<file path="config.mk">
export PLATFORM = sky130hd
export DESIGN_NAME = store_proc
export DESIGN_NICKNAME = d
export VERILOG_FILES = /design/src/rtl/store_pkg.sv /design/src/rtl/store_fifo.sv /design/src/rtl/store_proc.sv
export SDC_FILE = /design/constraint.sdc
export NUM_CORES = 1
export LEC_CHECK = 0
export ABC_AREA = 1
export BUFFER_PORTS_ARGS = -buffer_cell sky130_fd_sc_hd__buf_2
export CAP_MARGIN = 30
export CORE_UTILIZATION = 50
export CTS_BUF_LIST = sky130_fd_sc_hd__clkbuf_4 sky130_fd_sc_hd__clkbuf_8 sky130_fd_sc_hd__clkbuf_16
export CTS_CLUSTER_DIAMETER = 200
export DETAILED_ROUTE_END_ITERATION = 8
export PLACE_DENSITY_LB_ADDON = 0.08
export SYNTH_ARGS = -nofsm -noshare
export SYNTH_HDL_FRONTEND = slang
export SYNTH_HIERARCHICAL = 1
export SYNTH_SLANG_ARGS = --single-unit
</file>
<file path="constraint.sdc">
create_clock -name clk -period 6.1 [get_ports clk]
set_clock_uncertainty 0.2 [all_clocks]
set_input_delay 1.22 -clock clk [delete_from_list [all_inputs] [get_ports clk]]
set_output_delay 1.22 -clock clk [all_outputs]
set_load 0.03 [all_outputs]
</file>
<file path="src/rtl/store_pkg.sv">
// Shared constants, queue-entry layout and drain FSM encoding
// for the store path.
package store_pkg;

    localparam logic [6:0]  OPC_STORE    = 7'b0100011;
    localparam logic [2:0]  FNC_SB       = 3'b000;
    localparam logic [2:0]  FNC_SH       = 3'b001;
    localparam logic [2:0]  FNC_SW       = 3'b010;
    localparam logic [31:0] UART_TX_ADDR = 32'h8000_0008;

    typedef enum logic {
        TGT_DMEM,
        TGT_UART
    } target_e;

    typedef struct packed {
        target_e     target;
        logic [3:0]  we;
        logic [31:0] addr;
        logic [31:0] wdata;
    } entry_t;

    typedef enum logic [1:0] {
        ST_IDLE,
        ST_DMEM_WR,
        ST_UART_WAIT
    } state_e;

endpackage

</file>
<file path="src/rtl/store_fifo.sv">
// Two-entry queue; push ignored when full, pop ignored when empty.
module store_fifo #(
    parameter int W = 8
) (
    input  logic         clk,
    input  logic         rst,
    input  logic         push,
    input  logic [W-1:0] wdata,
    input  logic         pop,
    output logic [W-1:0] rdata,
    output logic         full,
    output logic         empty
);

    logic [W-1:0] mem [2];
    logic         wr_ptr;
    logic         rd_ptr;
    logic [1:0]   count;
    logic         do_push;
    logic         do_pop;

    assign full    = (count == 2'd2);
    assign empty   = (count == 2'd0);
    assign do_push = push && !full;
    assign do_pop  = pop && !empty;
    assign rdata   = mem[rd_ptr];

    always_ff @(posedge clk) begin
        if (do_push) begin
            mem[wr_ptr] <= wdata;
        end
    end

    always_ff @(posedge clk or posedge rst) begin
        if (rst) begin
            wr_ptr <= 1'b0;
            rd_ptr <= 1'b0;
            count  <= 2'd0;
        end else begin
            if (do_push) wr_ptr <= ~wr_ptr;
            if (do_pop)  rd_ptr <= ~rd_ptr;
            case ({do_push, do_pop})
                2'b10:   count <= count + 2'd1;
                2'b01:   count <= count - 2'd1;
                default: count <= count;
            endcase
        end
    end

endmodule

</file>
<file path="src/rtl/store_proc.sv">
// Store decode, in-order queue and DMEM/UART drain FSM.
// STORE_MISALIGN_FAULT_EN: drop misaligned SH/SW and pulse fault.
module store_proc
    import store_pkg::*;
(
    input  logic        clk,
    input  logic        rst,
    input  logic        req_valid,
    output logic        req_ready,
    input  logic [6:0]  req_opcode,
    input  logic [2:0]  req_funct3,
    input  logic [31:0] req_addr,
    input  logic [31:0] req_data,
    output logic [3:0]  dmem_we,
    output logic [31:0] dmem_addr,
    output logic [31:0] dmem_wdata,
    output logic        uart_tx_valid,
    input  logic        uart_tx_ready,
    output logic [7:0]  uart_tx_data,
    output logic        fault,
    output logic        busy
);

    entry_t dec;
    entry_t head;
    logic   st_ok;
    logic   route_ok;
    logic   accept;
    logic   push;
    logic   pop;
    logic   full;
    logic   empty;
    state_e state;
    state_e state_n;

    assign req_ready = !full;
    assign accept    = req_valid && req_ready;

    always_comb begin
        dec      = '0;
        st_ok    = 1'b0;
        route_ok = 1'b1;
        unique case (1'b1)
            (req_funct3 == FNC_SB): begin
                st_ok     = 1'b1;
                dec.we    = 4'b0001 << req_addr[1:0];
                dec.wdata = {4{req_data[7:0]}};
            end
            (req_funct3 == FNC_SH): begin
                st_ok     = 1'b1;
                dec.we    = req_addr[1] ? 4'b1100 : 4'b0011;
                dec.wdata = {2{req_data[15:0]}};
            end
            (req_funct3 == FNC_SW): begin
                st_ok     = 1'b1;
                dec.we    = 4'b1111;
                dec.wdata = req_data;
            end
            default: st_ok = 1'b0;
        endcase
        st_ok    = st_ok && (req_opcode == OPC_STORE);
        dec.addr = {req_addr[31:2], 2'b00};
        if (req_addr == UART_TX_ADDR) begin
            dec.target = TGT_UART;
        end else begin
            dec.target = TGT_DMEM;
            route_ok   = !req_addr[31];
        end
    end

`ifdef STORE_MISALIGN_FAULT_EN
    logic mis;
    logic fault_q;

    assign mis = ((req_funct3 == FNC_SH) && req_addr[0]) ||
                 ((req_funct3 == FNC_SW) && (req_addr[1:0] != 2'b00));
    assign push  = accept && st_ok && route_ok && !mis;
    assign fault = fault_q;

    always_ff @(posedge clk or posedge rst) begin
        if (rst) fault_q <= 1'b0;
        else     fault_q <= accept && st_ok && mis;
    end
`else
    assign push  = accept && st_ok && route_ok;
    assign fault = 1'b0;
`endif

    store_fifo #(
        .W($bits(entry_t))
    ) u_fifo (
        .clk   (clk),
        .rst   (rst),
        .push  (push),
        .wdata (dec),
        .pop   (pop),
        .rdata (head),
        .full  (full),
        .empty (empty)
    );

    always_ff @(posedge clk or posedge rst) begin
        if (rst) state <= ST_IDLE;
        else     state <= state_n;
    end

    always_comb begin
        state_n       = state;
        pop           = 1'b0;
        dmem_we       = 4'b0000;
        uart_tx_valid = 1'b0;
        unique case (state)
            ST_IDLE: begin
                if (!empty) begin
                    state_n = (head.target == TGT_UART) ? ST_UART_WAIT : ST_DMEM_WR;
                end
            end
            ST_DMEM_WR: begin
                dmem_we = head.we;
                pop     = 1'b1;
                state_n = ST_IDLE;
            end
            ST_UART_WAIT: begin
                uart_tx_valid = 1'b1;
                if (uart_tx_ready) begin
                    pop     = 1'b1;
                    state_n = ST_IDLE;
                end
            end
            default: state_n = ST_IDLE;
        endcase
    end

    // Data buses always show the head so they are stable while strobed.
    assign dmem_addr    = head.addr;
    assign dmem_wdata   = head.wdata;
    assign uart_tx_data = head.wdata[7:0];
    assign busy         = !empty || (state != ST_IDLE);

endmodule

</file>
==> impl_metrics.tcl, run 1 <==
set metrics [dict create \
    status "finished, final reports clean" \
    finalSetupTns_ns 0 \
    async_flop_share 0.0417 \
    crit_path_end_kind "output pin" \
    dieArea_um2 13000 \
    hpwl_um 8220 \
    hold_viol 0 \
    fmax_mhz 263 \
    synth_top_area_share 0.662 \
    rsz0062_at_grt "false" \
    peakVddDrop_mv 0.197 \
    wirelength_um 12000 \
    gr-total-overflow 0 \
    cts_buffers 17 \
    fin_nets 821 \
    worst-endpoint-required_ns 4.68 \
    core_um2 12100 \
    maxCapViolCount 0 \
    synth_flop_cell "edfxtp_1" \
    fin_util 0.633 \
    n_antenna_cell 0 \
    ant_nets 0 \
    postCtsHoldBufs 0 \
    drive_above_1_share 0.257 \
    p_int_mw 1.97 \
    start_kind "flip-flop" \
    worstPathArrival_ns 2.38 \
    cts-root-buf "clkbuf_16" \
    p_per_area_nw_per_um2 398 \
    cp_max_fo 75 \
    syn_area_um2 6260 \
    pwr-share-seq 0.381 \
    wl_per_cell_um 13.1 \
    drcViolationCount 0 \
    synth-xor-area-share 0.00140 \
    p_leak_nw 3.38 \
    rows 40 \
    grt_max_degree 76 \
    die-height_um 114 \
    cts_resized 0 \
    gp_congestion 0.780 \
    globalRouteTotalUtil 0.197 \
    fin_crit_sh 0.624 \
    clkPwrFrac 0.328 \
    avgViaCountPerCell 4.57 \
    postCtsSetupBuffers 0 \
    relSlewSlack 0.483 \
    tritoncts "yes" \
    synthAdderAreaFrac 0.00800 \
    ys_types 25 \
    clkLatencyLatePin_ns 0.41 \
    grt_pass1_vias 4019 \
    synthToLayoutAreaGrowth_pct 22.5 \
    p_sw_mw 1.08 \
    io_pins 158 \
    ys_seq_elements 144 \
    cts.sinks 144 \
    via_count 4200 \
    drt_iter0_drc 255 \
    clkTransAtPathRegs_ns 0.05 \
    synth-warning-count 6 \
    htree_levels 4 \
    max_slew.worst_pin.slew_ns 0.771 \
    port_buffers 156 \
    dr.pass1.iters 5 \
    synth-simple-area-share 0.114 \
    combPwrFrac 0.291 \
    period_needed_ns 3.80 \
    yosysTopAreaCell "edfxtp_1" \
    clockBufferDepth 2 \
    synthTopCellsByArea "edfxtp_1 66%, nand2_1 7.9%, inv_1 7.4%" \
    slew_viol_final 0 \
    synth_compound_area_frac 0.0820 \
    synthMuxAreaShare 0 \
    synth.avg_cell_area_um2 10.7 \
    yosysSeqAreaShare 0.686 \
    worstHoldPathType "flip-flop to flip-flop" \
    fill_cells 1038 \
    start_util 0.517 \
    antenna_found_initial 0 \
    synth_top_family_by_area "simple AND/OR/NAND/NOR gates" \
    grt_pass1_wl_um 19000 \
    critPathKind "flip-flop to output pin" \
    swShare 0.354 \
    synth-edff-count 138 \
    netlist_instances 584 \
    die_w_um 114 \
    setup_viol 0 \
]
==> worst max-delay path, stage by stage (launching register included) <==
cell,delay (ns)
dfrtp_4,0.80
buf_4,0.61
nand2_1,0.09
o21ai_0,0.10
nand2_1,0.08
inv_1,0.09
buf_2,0.20
==> placed cells by master, fill, tap and decap left out, drive strengths merged <==
| master | synthesis | routed |
|---|---|---|
| nor4 | 1 | 1 |
| inv | 124 | 124 |
| bufinv | 0 | 3 |
| ha | 4 | 4 |
| nand3 | 7 | 7 |
| edfxtp | 138 | 138 |
| nor2 | 35 | 35 |
| conb | 1 | 5 |
| nand3b | 2 | 2 |
| a21oi | 1 | 1 |
| xnor2 | 1 | 1 |
| nand2 | 133 | 133 |
| clkbuf | 5 | 17 |
| clkinv | 0 | 9 |
| o21ai | 100 | 100 |
| nor3 | 1 | 1 |
| nor3b | 1 | 1 |
| dfrtp | 6 | 6 |
| clkinvlp | 0 | 2 |
| nand4 | 1 | 1 |
| buf | 22 | 159 |
| o21a | 1 | 1 |
==> Yosys cell counts, types with 2 or more instances <==
library cell / instances
nor2_1: 35
inv_1: 123
nand2_2: 2
nand3b_1: 2
nand3_1: 7
nand2_1: 131
edfxtp_1: 138
buf_4: 14
o21ai_1: 11
ha_1: 4
dfrtp_1: 6
o21ai_0: 89
buf_6: 6
buf_2: 2
clkbuf_1: 4
==> layout make-up <==
| type | instances | area [um^2] | share of cell area |
|---|---|---|---|
| Inverter | 124 | 465 | 0.0607 |
| Sequential cell | 144 | 4300 | 0.561 |
| Timing Repair Buffer | 159 | 803 | 0.105 |
| Tap cell | 168 | 210 | 0.0274 |
| Multi-Input combinational cell | 293 | 1310 | 0.171 |
| Clock buffer | 17 | 425 | 0.0555 |
| Clock inverter | 14 | 149 | 0.0194 |
==> kinds of logic after synthesis <==
kind of cell,after synthesis
flip-flops,144
buffers and inverters,151
AND/OR/NAND/NOR,181
other,1
adder cells (fa/ha/maj),4
AO/OA/AOI/OAI,102
XOR/XNOR,1
==> flip-flops by register name, indices dropped and copies added (netlist names) <==
register	count
u_fifo/wr_ptr	1
state	2
u_fifo/mem	138
u_fifo/count	2
u_fifo/rd_ptr	1
==> layer usage <==
metal,part of all wire,GRT usage
met4,0.019,0.101
met3,0.074,0.0627
met5,0,0
met1,0.41,0.235
met2,0.49,0.323
==> power groups by stage <==
| stage | Combinational, mW | Clock (mW) | Sequential, mW |
|---|---|---|---|
| 6_report | 0.889 | 1.00 | 1.16 |
| 5_1_grt | 0.968 | 1.05 | 1.17 |
| 4_1_cts | 0.901 | 1.02 | 1.16 |
| 3_5_place_dp | 0.898 | 0 | 1.18 |
| 3_3_place_gp | 0.888 | 0 | 1.18 |
| 2_1_floorplan | 0.739 | 0 | 1.13 |
==> metrics by stage <==
stage                     std cells  power, mW  setup WS [ns]  instance area, um^2  hold slack, ns
final                           919       3.05           2.30                 7660           0.278
after detailed placement        888       2.08           1.91                 7090           0.263
after global placement          888       2.07           2.02                 7090           0.252
after global routing            919       3.19           1.99                 7660           0.316
after floorplan                 588       1.87          0.576                 6270           0.242
after CTS                       919       3.08           2.20                 7660           0.276
==> final timing paths <==
check | slack [ns] | to | cells after the start | startpoint
max | 2.30 | dmem_we[0] | 6 | u_fifo/rd_ptr$_DFFE_PP0P_
min | 0.28 | u_fifo/count[1]$_DFFE_PP0P_ | 2 | u_fifo/count[1]$_DFFE_PP0P_
max reg2reg | 2.93 | u_fifo/mem[1][16]$_DFFE_PP_ | 10 | u_fifo/count[1]$_DFFE_PP0P_
min reg2reg | 0.28 | u_fifo/count[1]$_DFFE_PP0P_ | 2 | u_fifo/count[1]$_DFFE_PP0P_
max in group asynchronous | 5.02 | u_fifo/rd_ptr$_DFFE_PP0P_ | 2 | rst
min in group asynchronous | 0.46 | state[0]$_DFFE_PP0P_ | 2 | rst
Power figures use the tool's default switching activity.
==> inputs of run 2 (changes only) <==
Clock period 6.1 ns to 3.9 ns, I/O delays scaled along.
==> run 2 against run 1 <==
  * Flip-flop and latch count did not move
  * Register-to-register slack got worse by 1.5 ns
  * Sequential power rose by 60%
  * Global-route usage rose by 0.36 points
  * Critical endpoint is now uart_tx_data[6]
  * Clock power rose by 56%
==> impl_metrics.tcl, run 2 (synthesis results as in run 1) <==
set metrics [dict create \
    die_w_um 114 \
    final_common_cell "buf_2" \
    gp_congestion 0.781 \
    wirelength_um 12300 \
    dieArea_um2 13000 \
    post-route-cell-area_um2 7710 \
    largest-register "u_fifo/mem" \
    drcViolationCount 0 \
    crit_path_end_kind "output pin" \
    start_kind "flip-flop" \
    hold_viol 0 \
    finalSetupTns_ns 0 \
    r2r-end "u_fifo/mem[0][27]$_DFFE_PP_" \
    dr.pass1.iters 4 \
    ant_nets 0 \
    swShare 0.354 \
    clkPwrFrac 0.327 \
    p_int_mw 3.09 \
    fin_nets 825 \
    grt_pass1_vias 4029 \
    n_antenna_cell 0 \
    p_leak_nw 3.41 \
    hpwl_um 8430 \
    postCtsHoldBufs 0 \
    worst_slack_ns 0.633 \
    globalRouteTotalUtil 0.201 \
    avgViaCountPerCell 4.74 \
    worst-endpoint-required_ns 2.92 \
    cts_buffers 17 \
    cts_resized 0 \
    worstPathArrival_ns 2.29 \
    cts-root-buf "clkbuf_16" \
    largestRegisters "u_fifo/mem x138, state x2, u_fifo/count x2" \
    wl_per_cell_um 13.3 \
    period_needed_ns 3.27 \
    cts.sinks 144 \
    core_um2 12100 \
    drive_above_1_share 0.262 \
    rsz0062_at_grt "false" \
    cp_max_fo 107 \
    fill_cells 1018 \
    rows 40 \
    dp_slack_ns 0.943 \
    fmax_mhz 306 \
    io_pins 158 \
    die-height_um 114 \
    clkTransAtPathRegs_ns 0.06 \
    dpl_cell_area_um2 7130 \
    pwr-share-seq 0.390 \
    combPwrFrac 0.283 \
    timing.rr.start "u_fifo/count[1]$_DFFE_PP0P_" \
    p_per_area_nw_per_um2 621 \
    postCtsSetupBuffers 0 \
    port_buffers 156 \
    via_count 4376 \
    start_util 0.517 \
    relSlewSlack 0.364 \
    drt_iter0_drc 290 \
    clockBufferDepth 2 \
    gr-total-overflow 0 \
    tritoncts "yes" \
    clkLatencyLatePin_ns 0.41 \
    max_slew.worst_pin.slew_ns 0.955 \
    worstHoldPathType "primary input to async pin" \
    synthToLayoutAreaGrowth_pct 23.2 \
    r2r_setup_slack_ns 1.39 \
    layout_common_cells "156 x buf_2, 138 x edfxtp_1, 131 x nand2_1, 122 x inv_1, 89 x o21ai_0" \
    status "finished, final reports clean" \
    multi_input_area_um2 1310 \
    peakVddDrop_mv 0.309 \
    grt_max_degree 108 \
    antenna_found_initial 0 \
    largest_register_ffs 138 \
    slew_viol_final 0 \
    critPathKind "flip-flop to output pin" \
    grt_pass1_wl_um 19100 \
    maxCapViolCount 0 \
    htree_levels 4 \
    p_sw_mw 1.70 \
    setup_viol 0 \
    regArea_um2 4300 \
    power_mw 4.78 \
    fin_crit_sh 0.838 \
    r2r_cells 10 \
]
run 2: cell types whose count changed in the layout (fill, tap and decap cells not counted):
cell        change
buf_4           +3
buf_12          +1
clkinv_1        -1
clkinv_2        +1
clkinv_4        -1
clkinvlp_4      +1
run 2: how the worst max path moves through the flow:
stage / startpoint / endpoint / slack [ns]
6_report: u_fifo/rd_ptr$_DFFE_PP0P_ / uart_tx_data[6] / 0.63
5_1_grt: u_fifo/rd_ptr$_DFFE_PP0P_ / uart_tx_data[0] / 0.43
2_1_floorplan: req_addr[23] / u_fifo/mem[0][0]$_DFFE_PP_ / 0.48
3_5_place_dp: req_addr[7] / u_fifo/mem[0][25]$_DFFE_PP_ / 0.94
3_3_place_gp: req_addr[7] / u_fifo/mem[0][2]$_DFFE_PP_ / 0.96
4_1_cts: u_fifo/rd_ptr$_DFFE_PP0P_ / uart_tx_data[6] / 0.60
run 2: cell type report:
type	instances	share of cell area
Clock buffer	17	0.0552
Clock inverter	14	0.0193
Inverter	124	0.0604
Multi-Input combinational cell	293	0.170
Sequential cell	144	0.558
Tap cell	168	0.0273
Timing Repair Buffer	163	0.110
run 2: routing by layer:
layer  wire [um]  vias to the layer above  track usage
met2        6040                      168        0.337
li1            -                     2190            -
met3        1010                       20       0.0611
met4         250                        0       0.0892
met5           0                        -            0
met1        5020                     1998        0.240
run 2: worst max-delay path: stages, from the launching register on:
cell and delay [ns]:
dfrtp_4 1.05, buf_4 0.34, nand2_1 0.06, o21ai_0 0.12, buf_2 0.26
run 2: power groups by stage:
stage                     logic, mW  registers (mW)  clock network [mW]
after global placement         1.35            1.89                   0
after global routing           1.48            1.88                1.66
final                          1.35            1.86                1.56
after detailed placement       1.36            1.90                   0
after CTS                      1.37            1.87                1.59
after floorplan                1.16            1.77                   0
run 2: per-stage QoR:
step	hold slack [ns]	instances	util
finish	0.0171	923	0.636
global route	0.0110	923	0.636
CTS	0.00766	923	0.636
detailed placement	0.293	892	0.589
global placement	0.255	892	0.589
floorplan	0.242	588	-
==> inputs of run 3 (changes only) <==
Settings changed: CORE_UTILIZATION 50 to 48.
Clock period 3.9 ns to 2.9 ns, I/O delays scaled along.
==> run 3 against run 2 <==
  * Non-clock buffer count increased by 4
  * Count of clock-buffer cells in the layout increased by 8
  * Critical path depth decreased by 1
  * Sequential power increased by 30%
  * Hold slack improved by 0.17 ns
  * Setup slack got worse by 0.40 ns
==> impl_metrics.tcl, run 3 (synthesis results as in run 1) <==
set metrics [dict create \
    grt_pass1_vias 4314 \
    largest_register_ffs 138 \
    grt_pass1_wl_um 20300 \
    largest-register "u_fifo/mem" \
    wirelength_um 13000 \
    critPathKind "flip-flop to output pin" \
    antenna_found_initial 0 \
    rows 41 \
    instances_no_fill 932 \
    hold_viol 0 \
    htree_levels 4 \
    period_needed_ns 2.67 \
    grt_max_degree 47 \
    gp_congestion 0.794 \
    dieArea_um2 13500 \
    drt_iter0_drc 193 \
    grtUsageMet1 0.249 \
    synthToLayoutAreaGrowth_pct 25.4 \
    multi_input_area_um2 1350 \
    final_common_cell "buf_2" \
    setup_viol 0 \
    p_per_area_nw_per_um2 844 \
    fin_nets 829 \
    clkTransAtPathRegs_ns 0.06 \
    hpwl_um 8790 \
    core_um2 12700 \
    maxCapViolCount 0 \
    fin_crit_sh 0.920 \
    dr.pass1.iters 5 \
    relSlewSlack 0.666 \
    status "finished, final reports clean" \
    via_count 4407 \
    post-route-cell-area_um2 7850 \
    n_antenna_cell 0 \
    cts_buffers 17 \
    cts_resized 0 \
    dp_cells 898 \
    slew_viol_final 0 \
    busiest_layer "met2" \
    drive_above_1_share 0.280 \
    start_kind "flip-flop" \
    io_pins 158 \
    globalRouteTotalUtil 0.206 \
    rsz0062_at_grt "false" \
    fill_cells 1062 \
    worstHoldPathType "primary input to flip-flop" \
    die_w_um 116 \
    max_slew.worst_pin.slew_ns 0.499 \
    clockBufferDepth 2 \
    crit_path_end_kind "output pin" \
    peakVddDrop_mv 0.511 \
    dpl_cell_area_um2 7200 \
    p_leak_nw 3.46 \
    worstPathArrival_ns 1.89 \
    avgViaCountPerCell 4.73 \
    start_util 0.494 \
    power_mw 6.62 \
    wl_per_cell_um 13.9 \
    die-height_um 116 \
    cp_max_fo 41 \
    gr-total-overflow 0 \
    fmax_mhz 375 \
    r2r_cells 10 \
    cts.sinks 144 \
    tritoncts "yes" \
    worst-endpoint-required_ns 2.12 \
    grtUsageMet3 0.0519 \
    met2_usage 0.351 \
    layout_common_cells "156 x buf_2, 138 x edfxtp_1, 131 x nand2_1, 120 x inv_1, 88 x o21ai_0" \
    regArea_um2 4300 \
    drcViolationCount 0 \
    largestRegisters "u_fifo/mem x138, state x2, u_fifo/count x2" \
    port_buffers 156 \
    ant_nets 0 \
    cts-root-buf "clkbuf_16" \
    min_path_cells 1 \
    clkLatencyLatePin_ns 0.40 \
]
-- run 3: critical path, stage by stage, from the launching register on --
cell,delay (ns)
dfrtp_4,0.65
buf_4,0.29
o21ai_0,0.27
buf_2,0.25
-- run 3: report_power, final --
part / switching (mW) / leakage (nW) / internal, mW
Sequential: 0.0971 / 1.33 / 2.32
Clock: 0.750 / 0.312 / 1.46
Combinational: 1.45 / 1.82 / 0.541
Total: 2.29 / 3.46 / 4.32
-- run 3: path summary, 6_finish.rpt --
path,startpoint,to,slack (ns)
max,u_fifo/rd_ptr$_DFFE_PP0P_,dmem_wdata[29],0.23
min,req_addr[2],u_fifo/mem[0][34]$_DFFE_PP_,0.18
max reg2reg,u_fifo/count[1]$_DFFE_PP0P_,u_fifo/mem[0][23]$_DFFE_PP_,0.59
min reg2reg,u_fifo/count[1]$_DFFE_PP0P_,u_fifo/count[1]$_DFFE_PP0P_,0.28
max in group asynchronous,rst,u_fifo/rd_ptr$_DFFE_PP0P_,1.88
min in group asynchronous,rst,state[1]$_DFFE_PP0P_,0.38
-- run 3: through the flow --
| step | TNS (ns) | setup slack (ns) | utilization | hold WS, ns |
|---|---|---|---|---|
| final | 0 | 0.233 | 0.619 | 0.184 |
| after detailed placement | 0 | 0.152 | 0.568 | 0.250 |
| after CTS | 0 | 0.226 | 0.619 | 0.165 |
| after global placement | 0 | 0.181 | 0.568 | 0.243 |
| after floorplan | -0.749 | -0.0109 | - | 0.121 |
| after global routing | 0 | 0.111 | 0.619 | 0.162 |
-- run 3: what timing repair did --
item                                    CTS  global route
hold buffers                              1             0
setup buffers                             1             0
endpoints found under the setup margin    1             0
endpoints found under the hold margin     6             0
-- run 3: layout make-up --
type                       instances  area share
clock inverter                     7      0.0140
tap                              172      0.0274
sequential                       144       0.548
clock buffer                      25      0.0643
multi-input combinational        293       0.171
timing repair buffer             167       0.115
inverter                         124      0.0598
-- run 3: layer usage --
layer,wire length (um),vias to the layer above
met4,120,0
met2,6640,142
met5,0,-
met3,730,8
li1,-,2204
met1,5490,2053
